==> src/rtl/mccoy_prog_feeder_pkg.sv <==
// ============================================================================
//  Module      : mccoy_feeder_pkg
//  Description : Shared types and defaults for the McCoy program feeder.
//  Revision    : 1.0 - initial release
// ============================================================================
`default_nettype none

package mccoy_feeder_pkg;

    localparam int ADDR_W_DEF = 6;
    localparam int DATA_W_DEF = 6;
    localparam int CYC_W_DEF  = 8;
    localparam logic [DATA_W_DEF-1:0] FILL_INSTR_DEF = 6'b000000;

    typedef enum logic [2:0] {
        ST_IDLE  = 3'd0,
        ST_LOAD  = 3'd1,
        ST_PRIME = 3'd2,
        ST_RUN   = 3'd3,
        ST_HALT  = 3'd4
    } state_t;

endpackage

`default_nettype wire

==> src/rtl/mccoy_prog_feeder_if.sv <==
// ============================================================================
//  Module      : mccoy_prog_feeder_if
//  Description : Program-load handshake and core instruction port bundle.
//  Revision    : 1.0 - initial release
// ============================================================================
`default_nettype none

interface mccoy_prog_feeder_if #(
    parameter int ADDR_W = 6,
    parameter int DATA_W = 6
);
    logic              load_en;
    logic              load_valid;
    logic [DATA_W-1:0] load_data;
    logic              load_ready;
    logic [ADDR_W-1:0] core_pc;
    logic [DATA_W-1:0] instr;
    logic              cpu_reset;

    modport master (
        output load_en, load_valid, load_data, core_pc,
        input  load_ready, instr, cpu_reset
    );

    modport slave (
        input  load_en, load_valid, load_data, core_pc,
        output load_ready, instr, cpu_reset
    );
endinterface

`default_nettype wire

==> src/rtl/mccoy_prog_mem.sv <==
// ============================================================================
//  Module      : mccoy_prog_mem
//  Description : Register-array program store, async clear, comb read.
//  Revision    : 1.0 - initial release
// ============================================================================
`default_nettype none

module mccoy_prog_mem #(
    parameter int ADDR_W = 6,
    parameter int DATA_W = 6
) (
    input  wire logic              clk,
    input  wire logic              rst_n,
    input  wire logic              we,
    input  wire logic [ADDR_W-1:0] waddr,
    input  wire logic [DATA_W-1:0] wdata,
    input  wire logic [ADDR_W-1:0] raddr,
    output logic      [DATA_W-1:0] rdata
);
    localparam int DEPTH = 1 << ADDR_W;

    logic [DATA_W-1:0] mem_q [DEPTH];

    always_ff @(posedge clk or negedge rst_n) begin
        if (!rst_n) begin
            for (int i = 0; i < DEPTH; i++) begin
                mem_q[i] <= '0;
            end
        end else if (we) begin
            mem_q[waddr] <= wdata;
        end
    end

    assign rdata = mem_q[raddr];

endmodule

`default_nettype wire

==> src/rtl/mccoy_prog_feeder.sv <==
// ============================================================================
//  Module      : mccoy_prog_feeder
//  Description : Program loader / instruction sequencer for the McCoy core.
//  Revision    : 1.0 - initial release
// ============================================================================
`default_nettype none

module mccoy_prog_feeder
    import mccoy_feeder_pkg::*;
#(
    parameter int                ADDR_W     = ADDR_W_DEF,
    parameter int                DATA_W     = DATA_W_DEF,
    parameter int                CYC_W      = CYC_W_DEF,
    parameter logic [DATA_W-1:0] FILL_INSTR = DATA_W'(FILL_INSTR_DEF)
) (
    input  wire logic              clk,
    input  wire logic              reset,
    mccoy_prog_feeder_if.slave     bus,
    output logic      [ADDR_W:0]   prog_len,
    output logic                   running,
    output logic                   done,
    output logic      [CYC_W-1:0]  run_cycles
);
    localparam logic [ADDR_W:0]  FULL    = (ADDR_W+1)'(1 << ADDR_W);
    localparam logic [CYC_W-1:0] CYC_MAX = '1;

    state_t            state_q, state_d;
    logic [ADDR_W:0]   wr_ptr_q, wr_ptr_d;
    logic [ADDR_W:0]   prog_len_q, prog_len_d;
    logic [CYC_W-1:0]  run_cycles_q, run_cycles_d;

    logic              load_ready;
    logic              in_range;
    logic              mem_we;
    logic [DATA_W-1:0] mem_rdata;

    assign load_ready = (state_q == ST_LOAD) && (wr_ptr_q < FULL);
    assign in_range   = {1'b0, bus.core_pc} < prog_len_q;
    // load_en low is the exit cycle, so a word presented then is dropped
    assign mem_we     = load_ready && bus.load_en && bus.load_valid;

    mccoy_prog_mem #(
        .ADDR_W (ADDR_W),
        .DATA_W (DATA_W)
    ) u_mem (
        .clk   (clk),
        .rst_n (reset),
        .we    (mem_we),
        .waddr (wr_ptr_q[ADDR_W-1:0]),
        .wdata (bus.load_data),
        .raddr (bus.core_pc),
        .rdata (mem_rdata)
    );

    always_comb begin
        state_d      = state_q;
        wr_ptr_d     = wr_ptr_q;
        prog_len_d   = prog_len_q;
        run_cycles_d = run_cycles_q;
        case (state_q)
            ST_IDLE, ST_HALT: begin
                if (bus.load_en) begin
                    state_d  = ST_LOAD;
                    wr_ptr_d = '0;
                end
            end
            ST_LOAD: begin
                if (!bus.load_en) begin
                    state_d    = ST_PRIME;
                    prog_len_d = wr_ptr_q;
                end else if (mem_we) begin
                    wr_ptr_d = wr_ptr_q + 1'b1;
                end
            end
            ST_PRIME: begin
                state_d      = ST_RUN;
                run_cycles_d = '0;
            end
            ST_RUN: begin
                if (run_cycles_q != CYC_MAX) begin
                    run_cycles_d = run_cycles_q + 1'b1;
                end
                if (bus.load_en) begin
                    state_d  = ST_LOAD;
                    wr_ptr_d = '0;
                end else if (!in_range) begin
                    state_d = ST_HALT;
                end
            end
            default: state_d = ST_IDLE;
        endcase
    end

    always_ff @(posedge clk or negedge reset) begin
        if (!reset) begin
            state_q      <= ST_IDLE;
            wr_ptr_q     <= '0;
            prog_len_q   <= '0;
            run_cycles_q <= '0;
        end else begin
            state_q      <= state_d;
            wr_ptr_q     <= wr_ptr_d;
            prog_len_q   <= prog_len_d;
            run_cycles_q <= run_cycles_d;
        end
    end

    assign bus.load_ready = load_ready;
    assign bus.instr      = (state_q == ST_RUN && in_range) ? mem_rdata : FILL_INSTR;
    assign bus.cpu_reset  = (state_q != ST_RUN);
    assign prog_len       = prog_len_q;
    assign running        = (state_q == ST_RUN);
    assign done           = (state_q == ST_HALT);
    assign run_cycles     = run_cycles_q;

endmodule

`default_nettype wire
==> src/flat_wrapper.sv <==
// flat-port wrapper written by rule: the top's interface ports become plain ports
module mccoy_prog_feeder_flat import mccoy_feeder_pkg::*;
#(
    parameter int                ADDR_W     = ADDR_W_DEF,
    parameter int                DATA_W     = DATA_W_DEF,
    parameter int                CYC_W      = CYC_W_DEF,
    parameter logic [DATA_W-1:0] FILL_INSTR = DATA_W'(FILL_INSTR_DEF)
)
  (clk, reset, prog_len, running, done, run_cycles, bus_load_en, bus_load_valid, bus_load_data, bus_core_pc, bus_load_ready, bus_instr, bus_cpu_reset);
  mccoy_prog_feeder_if #(.ADDR_W(ADDR_W), .DATA_W(DATA_W)) bus_i ();
  input  wire logic clk;
  input  wire logic reset;
  output logic      [ADDR_W:0] prog_len;
  output logic running;
  output logic done;
  output logic      [CYC_W-1:0] run_cycles;
  input wire logic [$bits(bus_i.load_en)-1:0] bus_load_en;
  input wire logic [$bits(bus_i.load_valid)-1:0] bus_load_valid;
  input wire logic [$bits(bus_i.load_data)-1:0] bus_load_data;
  input wire logic [$bits(bus_i.core_pc)-1:0] bus_core_pc;
  output wire logic [$bits(bus_i.load_ready)-1:0] bus_load_ready;
  output wire logic [$bits(bus_i.instr)-1:0] bus_instr;
  output wire logic [$bits(bus_i.cpu_reset)-1:0] bus_cpu_reset;
  assign bus_i.load_en = bus_load_en;
  assign bus_i.load_valid = bus_load_valid;
  assign bus_i.load_data = bus_load_data;
  assign bus_i.core_pc = bus_core_pc;
  assign bus_load_ready = bus_i.load_ready;
  assign bus_instr = bus_i.instr;
  assign bus_cpu_reset = bus_i.cpu_reset;
  mccoy_prog_feeder #(.ADDR_W(ADDR_W), .DATA_W(DATA_W), .CYC_W(CYC_W), .FILL_INSTR(FILL_INSTR)) u_core (.clk(clk), .reset(reset), .bus(bus_i), .prog_len(prog_len), .running(running), .done(done), .run_cycles(run_cycles));
endmodule
==> config.mk <==
export PLATFORM = sky130hd
export DESIGN_NAME = mccoy_prog_feeder_flat
export DESIGN_NICKNAME = d
export VERILOG_FILES = /design/src/rtl/mccoy_prog_feeder_pkg.sv /design/src/rtl/mccoy_prog_feeder_if.sv /design/src/rtl/mccoy_prog_mem.sv /design/src/rtl/mccoy_prog_feeder.sv /design/src/flat_wrapper.sv
export SDC_FILE = /design/constraint.sdc
export NUM_CORES = 1
export LEC_CHECK = 0
export CORE_ASPECT_RATIO = 1.75
export CORE_UTILIZATION = 50
export DETAILED_ROUTE_END_ITERATION = 8
export GPL_TIMING_DRIVEN = 0
export HOLD_SLACK_MARGIN = 0.02
export PLACE_DENSITY_LB_ADDON = 0.15
export SYNTH_ARGS = -nofsm -noshare
export SYNTH_HDL_FRONTEND = slang
export SYNTH_SLANG_ARGS = --single-unit
==> constraint.sdc <==
create_clock -name clk -period 5.4 [get_ports clk]
set_clock_uncertainty 0.05 [all_clocks]
set_input_delay 1.08 -clock clk [delete_from_list [all_inputs] [get_ports clk]]
set_output_delay 1.08 -clock clk [all_outputs]
set_load 0.1 [all_outputs]
==> qor_table.md <==
| Metric | Reported |
| --- | --- |
| Summed instance area of the synthesized netlist | 0.0192 mm^2 |
| Buffer depth of the longest clock path | 3 |
| Clock tree from TritonCTS | done |
| Core area | 0.0378 mm^2 |
| IO Port Bufs | 32 |
| Max-cap violations | 0 |
| Routed wire length per instance | 28.5 um |
| Pre-Repair DR Iteration Count | 5 |
| Share of synthesized area spent on multiplexers | 0.346 |
| Number of standard-cell rows in the floorplan | 94 |
| Final worst-path cycle share | 0.982 |
| Combinational family with the most area after synthesis | multiplexers |
| Number of vias in the routed layout | 12,100 |
| DRC viols | 0 |
| Met3 usage | 0.0361 |
| Min-Delay Path Class | flip-flop to flip-flop |
| Setup fix buffers added after clock tree synthesis | 0 |
| Area taken by multi-input logic gates | 0.00861 mm^2 |
| Number of enable flip-flop cells after synthesis | 0 |
| CP startpoint kind | primary input |
| Remaining global-route overflow | 0 |
| Number of synthesis warnings | 0 |
| Number of synthesized register bits | 409 |
| Gr usage total | 0.295 |
| Detailed router's first-iteration violation count | 792 |
| Gate count of the mapped netlist | 1,347 |
| Sink count of the clock tree | 409 |
| Unrepaired setup endpoints after global routing | no |
| Routability-driven placement congestion ratio | 0.974 |
| Clock buffers created by TritonCTS | 39 |
| Count of H-tree levels built during CTS | 2 |
| Area fraction in compound gates after synthesis | 0.0346 |
| Wire length of the first global-routing pass | 82,500 um |
| Area Growth Syn to Fin | 12.9% |
| Switching power of the nets | 1.98 mW |
| DP Wirelength | 39,200 um |
| Total leakage power | 10.2 nW |
| Endpoint kind of the worst setup timing path | primary output |
| Cell at the root of the clock tree | clkbuf_16 |
| Flip-flop cell with the highest count after synthesis | dfrtp_1 |
| Width of the die | 150 um |
| Count of pins over their slew limit | 0 |
| Fraction of layout cells with a size suffix above 1 | 0.420 |
| Initial cell density of the core | 0.509 |
| Sequential share of power | 0.450 |
| Arr. time, crit path | 4.17 ns |
| Class of the most critical setup path | primary input to primary output |
| Switching Fraction | 0.276 |
| Largest fanout on the critical path | 10 |
| Async SR Flop Fraction | 1.00 |
| Total I/O pin count | 41 |
| Worst-Margin Slew | 1.41 ns |
| Global routing usage on met1 | 0.344 |
| Number of antenna-violating nets in the routed design | 0 |
| Number of library cell types mapped by synthesis | 55 |
| Total of hold buffers inserted after clock tree synthesis | 0 |
| Peak supply drop | 0.000293 V |
| Fin nets | 1,443 |
| Period minus WS final | 5.30 ns |
| Combinational Power Share | 0.139 |
| Hold Violations, Final | 0 |
| Setup tns final | 0 ns |
| Average instance area after synthesis | 14.3 um^2 |
| Die area | 0.0392 mm^2 |
| Global route hottest layer | met2 |
| Routed WL | 55,000 um |
| Post-synthesis xor/xnor area fraction | 0.00274 |
| Cell Int Power | 5.20 mW |
| Status | finished clean |
| Basic-gate share of the synthesized area counting and, or, nand and nor cells | 0.0565 |
| Initial antenna violation count | 0 |
| Fraction of the yosys area taken by sequential cells | 0.533 |
| Share of synthesized cell area in full adder, half adder and majority cells | 0.00456 |
| Share of total power in the clock network | 0.411 |
| Number of global-route vias before repair | 12,800 |
| Utilization of the core after routing | 0.574 |
| Pin count of the biggest net entering global routing | 126 |
| Via-to-Cell Ratio | 6.28 |
| Max transition margin | 0.0501 |
| Post-Synthesis Net Count | 1,370 |
| Fraction of met2 tracks used by global routing | 0.524 |
| Vert. Die Dim | 261 um |
| Cell Pwr Density | 331 mW/mm^2 |
| WP data required | 4.27 ns |
| Total area of sequential cells | 0.0102 mm^2 |
| FILL cells | 3,075 |
| Latest clock arrival within the worst-skew pair | 0.55 ns |
| Achievable clock frequency | 189 MHz |
| Setup-failing EPs final | 0 |
| Clock slew seen by the registers of the worst setup and hold paths | 0.06 ns |
[synth_stat cells, types with 5 or more instances]
| master | number | area, um^2 |
|---|---|---|
| ha_1 | 7 | 87.6 |
| buf_2 | 19 | 95.1 |
| nor2b_1 | 8 | 50.1 |
| nand2_1 | 91 | 342 |
| nand2b_1 | 5 | 31.3 |
| a311oi_1 | 5 | 43.8 |
| mux2i_1 | 24 | 240 |
| clkbuf_1 | 58 | 218 |
| o21ai_0 | 14 | 70.1 |
| mux2_2 | 388 | 4370 |
| inv_1 | 12 | 45.0 |
| buf_4 | 7 | 52.6 |
| nand3_1 | 21 | 105 |
| a211oi_1 | 8 | 60.1 |
| and2_1 | 8 | 50.1 |
| a21o_1 | 11 | 82.6 |
| nor2_2 | 8 | 50.1 |
| a22oi_1 | 9 | 67.6 |
| a21oi_1 | 8 | 40.0 |
| mux4_2 | 90 | 2030 |
| o21a_1 | 6 | 45.0 |
| nor3_1 | 5 | 25.0 |
| buf_1 | 7 | 26.3 |
| dfrtp_1 | 409 | 10200 |
| nor2_1 | 48 | 180 |
| and3_1 | 10 | 62.6 |
| o2111ai_1 | 7 | 61.3 |
| a31oi_1 | 7 | 43.8 |
[metal layers]
layer  wire [um]  share of wire  vias up
met5           0              0        -
met4        3210          0.058        0
met3        2300          0.042      149
met2       29300           0.53      336
met1       20200           0.37     6512
li1            -              -     5117
[metrics by stage]
step / power (mW) / hold WS [ns] / cells / setup WS [ns] / area (um^2)
2_1_floorplan: 3.93 / 0.424 / 1347 / -0.767 / 19200
3_3_place_gp: 4.26 / 0.432 / 1859 / -14.58 / 20100
3_5_place_dp: 4.28 / 0.437 / 1862 / -1.38 / 20200
4_1_cts: 7.22 / 0.451 / 1930 / 0.0290 / 21600
5_1_grt: 7.40 / 0.461 / 1928 / 0.0126 / 21700
6_report: 7.18 / 0.450 / 1929 / 0.0986 / 21700
[repair_timing]
action | 4_1_cts | 5_1_grt
gates resized for setup | 65 | 10
pin swaps | 1 | 0
setup endpoints to repair | 6 | 3
[path summary, 6_finish.rpt]
| kind | end | cells past startpoint | slack (ns) | start |
|---|---|---|---|---|
| max in group asynchronous | u_core.u_mem.mem_q[6]$_DFFE_PN0P_ | 3 | 3.36 | reset |
| worst max-delay path | bus_instr[5] | 10 | 0.1 | bus_core_pc[2] |
| worst min register to register | u_core.u_mem.mem_q[313]$_DFFE_PN0P_ | 1 | 0.45 | u_core.u_mem.mem_q[313]$_DFFE_PN0P_ |
| worst min-delay path | u_core.u_mem.mem_q[313]$_DFFE_PN0P_ | 1 | 0.45 | u_core.u_mem.mem_q[313]$_DFFE_PN0P_ |
| worst max register to register | u_core.u_mem.mem_q[58]$_DFFE_PN0P_ | 6 | 1.90 | u_core.state_q[2]$_DFFE_PN0P_ |
| min in group asynchronous | u_core.run_cycles[6]$_DFFE_PN0P_ | 1 | 0.48 | reset |
[flip-flops by register name, indices dropped and copies added (netlist names)]
name / count
u_core.prog_len: 7
u_core.run_cycles: 8
u_core.state_q: 3
u_core.u_mem.mem_q: 384
u_core.wr_ptr_q: 7
[worst max-delay path, stage by stage]
cell,delay [ns]
clkdlybuf4s50_1,0.50
buf_2,0.31
buf_4,0.28
clkbuf_4,0.32
nor2b_2,0.31
a22oi_1,0.17
a31oi_1,0.34
nor4_2,0.11
a311oi_1,0.38
buf_4,0.36
[logic make-up (layout without fill, tap and decap cells)]
logic type                 after synthesis  count (layout)
adders and majority gates                7               7
muxes                                  502             502
buffers and inverters                  104             205
DFF                                    409             409
and+or+nand+nor                        227             227
xor gates and xnor gates                 6               6
AOI/OAI and AO/OA                       92              92
other                                    0               1
[cell usage in the layout (no fill, tap or decap), types with 8 or more instances in the layout]
cell | netlist | routed
a211oi_1 | 8 | 8
a21o_1 | 11 | 11
a21oi_1 | 8 | 8
and2_1 | 8 | 8
and3_1 | 10 | 10
buf_2 | 19 | 11
buf_4 | 7 | 14
clkbuf_1 | 58 | 61
clkbuf_16 | 0 | 41
clkbuf_8 | 0 | 9
clkdlybuf4s50_1 | 0 | 25
dfrtp_1 | 409 | 409
inv_1 | 12 | 12
mux2_2 | 388 | 388
mux2i_1 | 24 | 23
mux4_2 | 90 | 90
nand2_1 | 91 | 91
nand3_1 | 21 | 21
nor2_1 | 48 | 47
nor2_2 | 8 | 9
o21ai_0 | 14 | 13
[power groups by stage]
| stage | sequential, mW | clock, mW | combinational (mW) |
|---|---|---|---|
| final | 3.24 | 2.95 | 0.998 |
| after global routing | 3.25 | 3.10 | 1.06 |
| after CTS | 3.23 | 2.98 | 0.999 |
| after detailed placement | 3.29 | 0 | 0.992 |
| after global placement | 3.29 | 0 | 0.972 |
| after floorplan | 3.40 | 0 | 0.538 |
[final cells by class]
type                    instances  area share
diodes                          1    0.000115
plain buffers                  88      0.0193
clock buffers                  57      0.0543
clock inverters                12     0.00855
inverters                      13     0.00225
multi-input cells             834       0.397
flip-flops and latches        409       0.472
well taps                     480      0.0277
repair buffers                 35      0.0181
No activity file was read; power rests on OpenSTA's default activity.
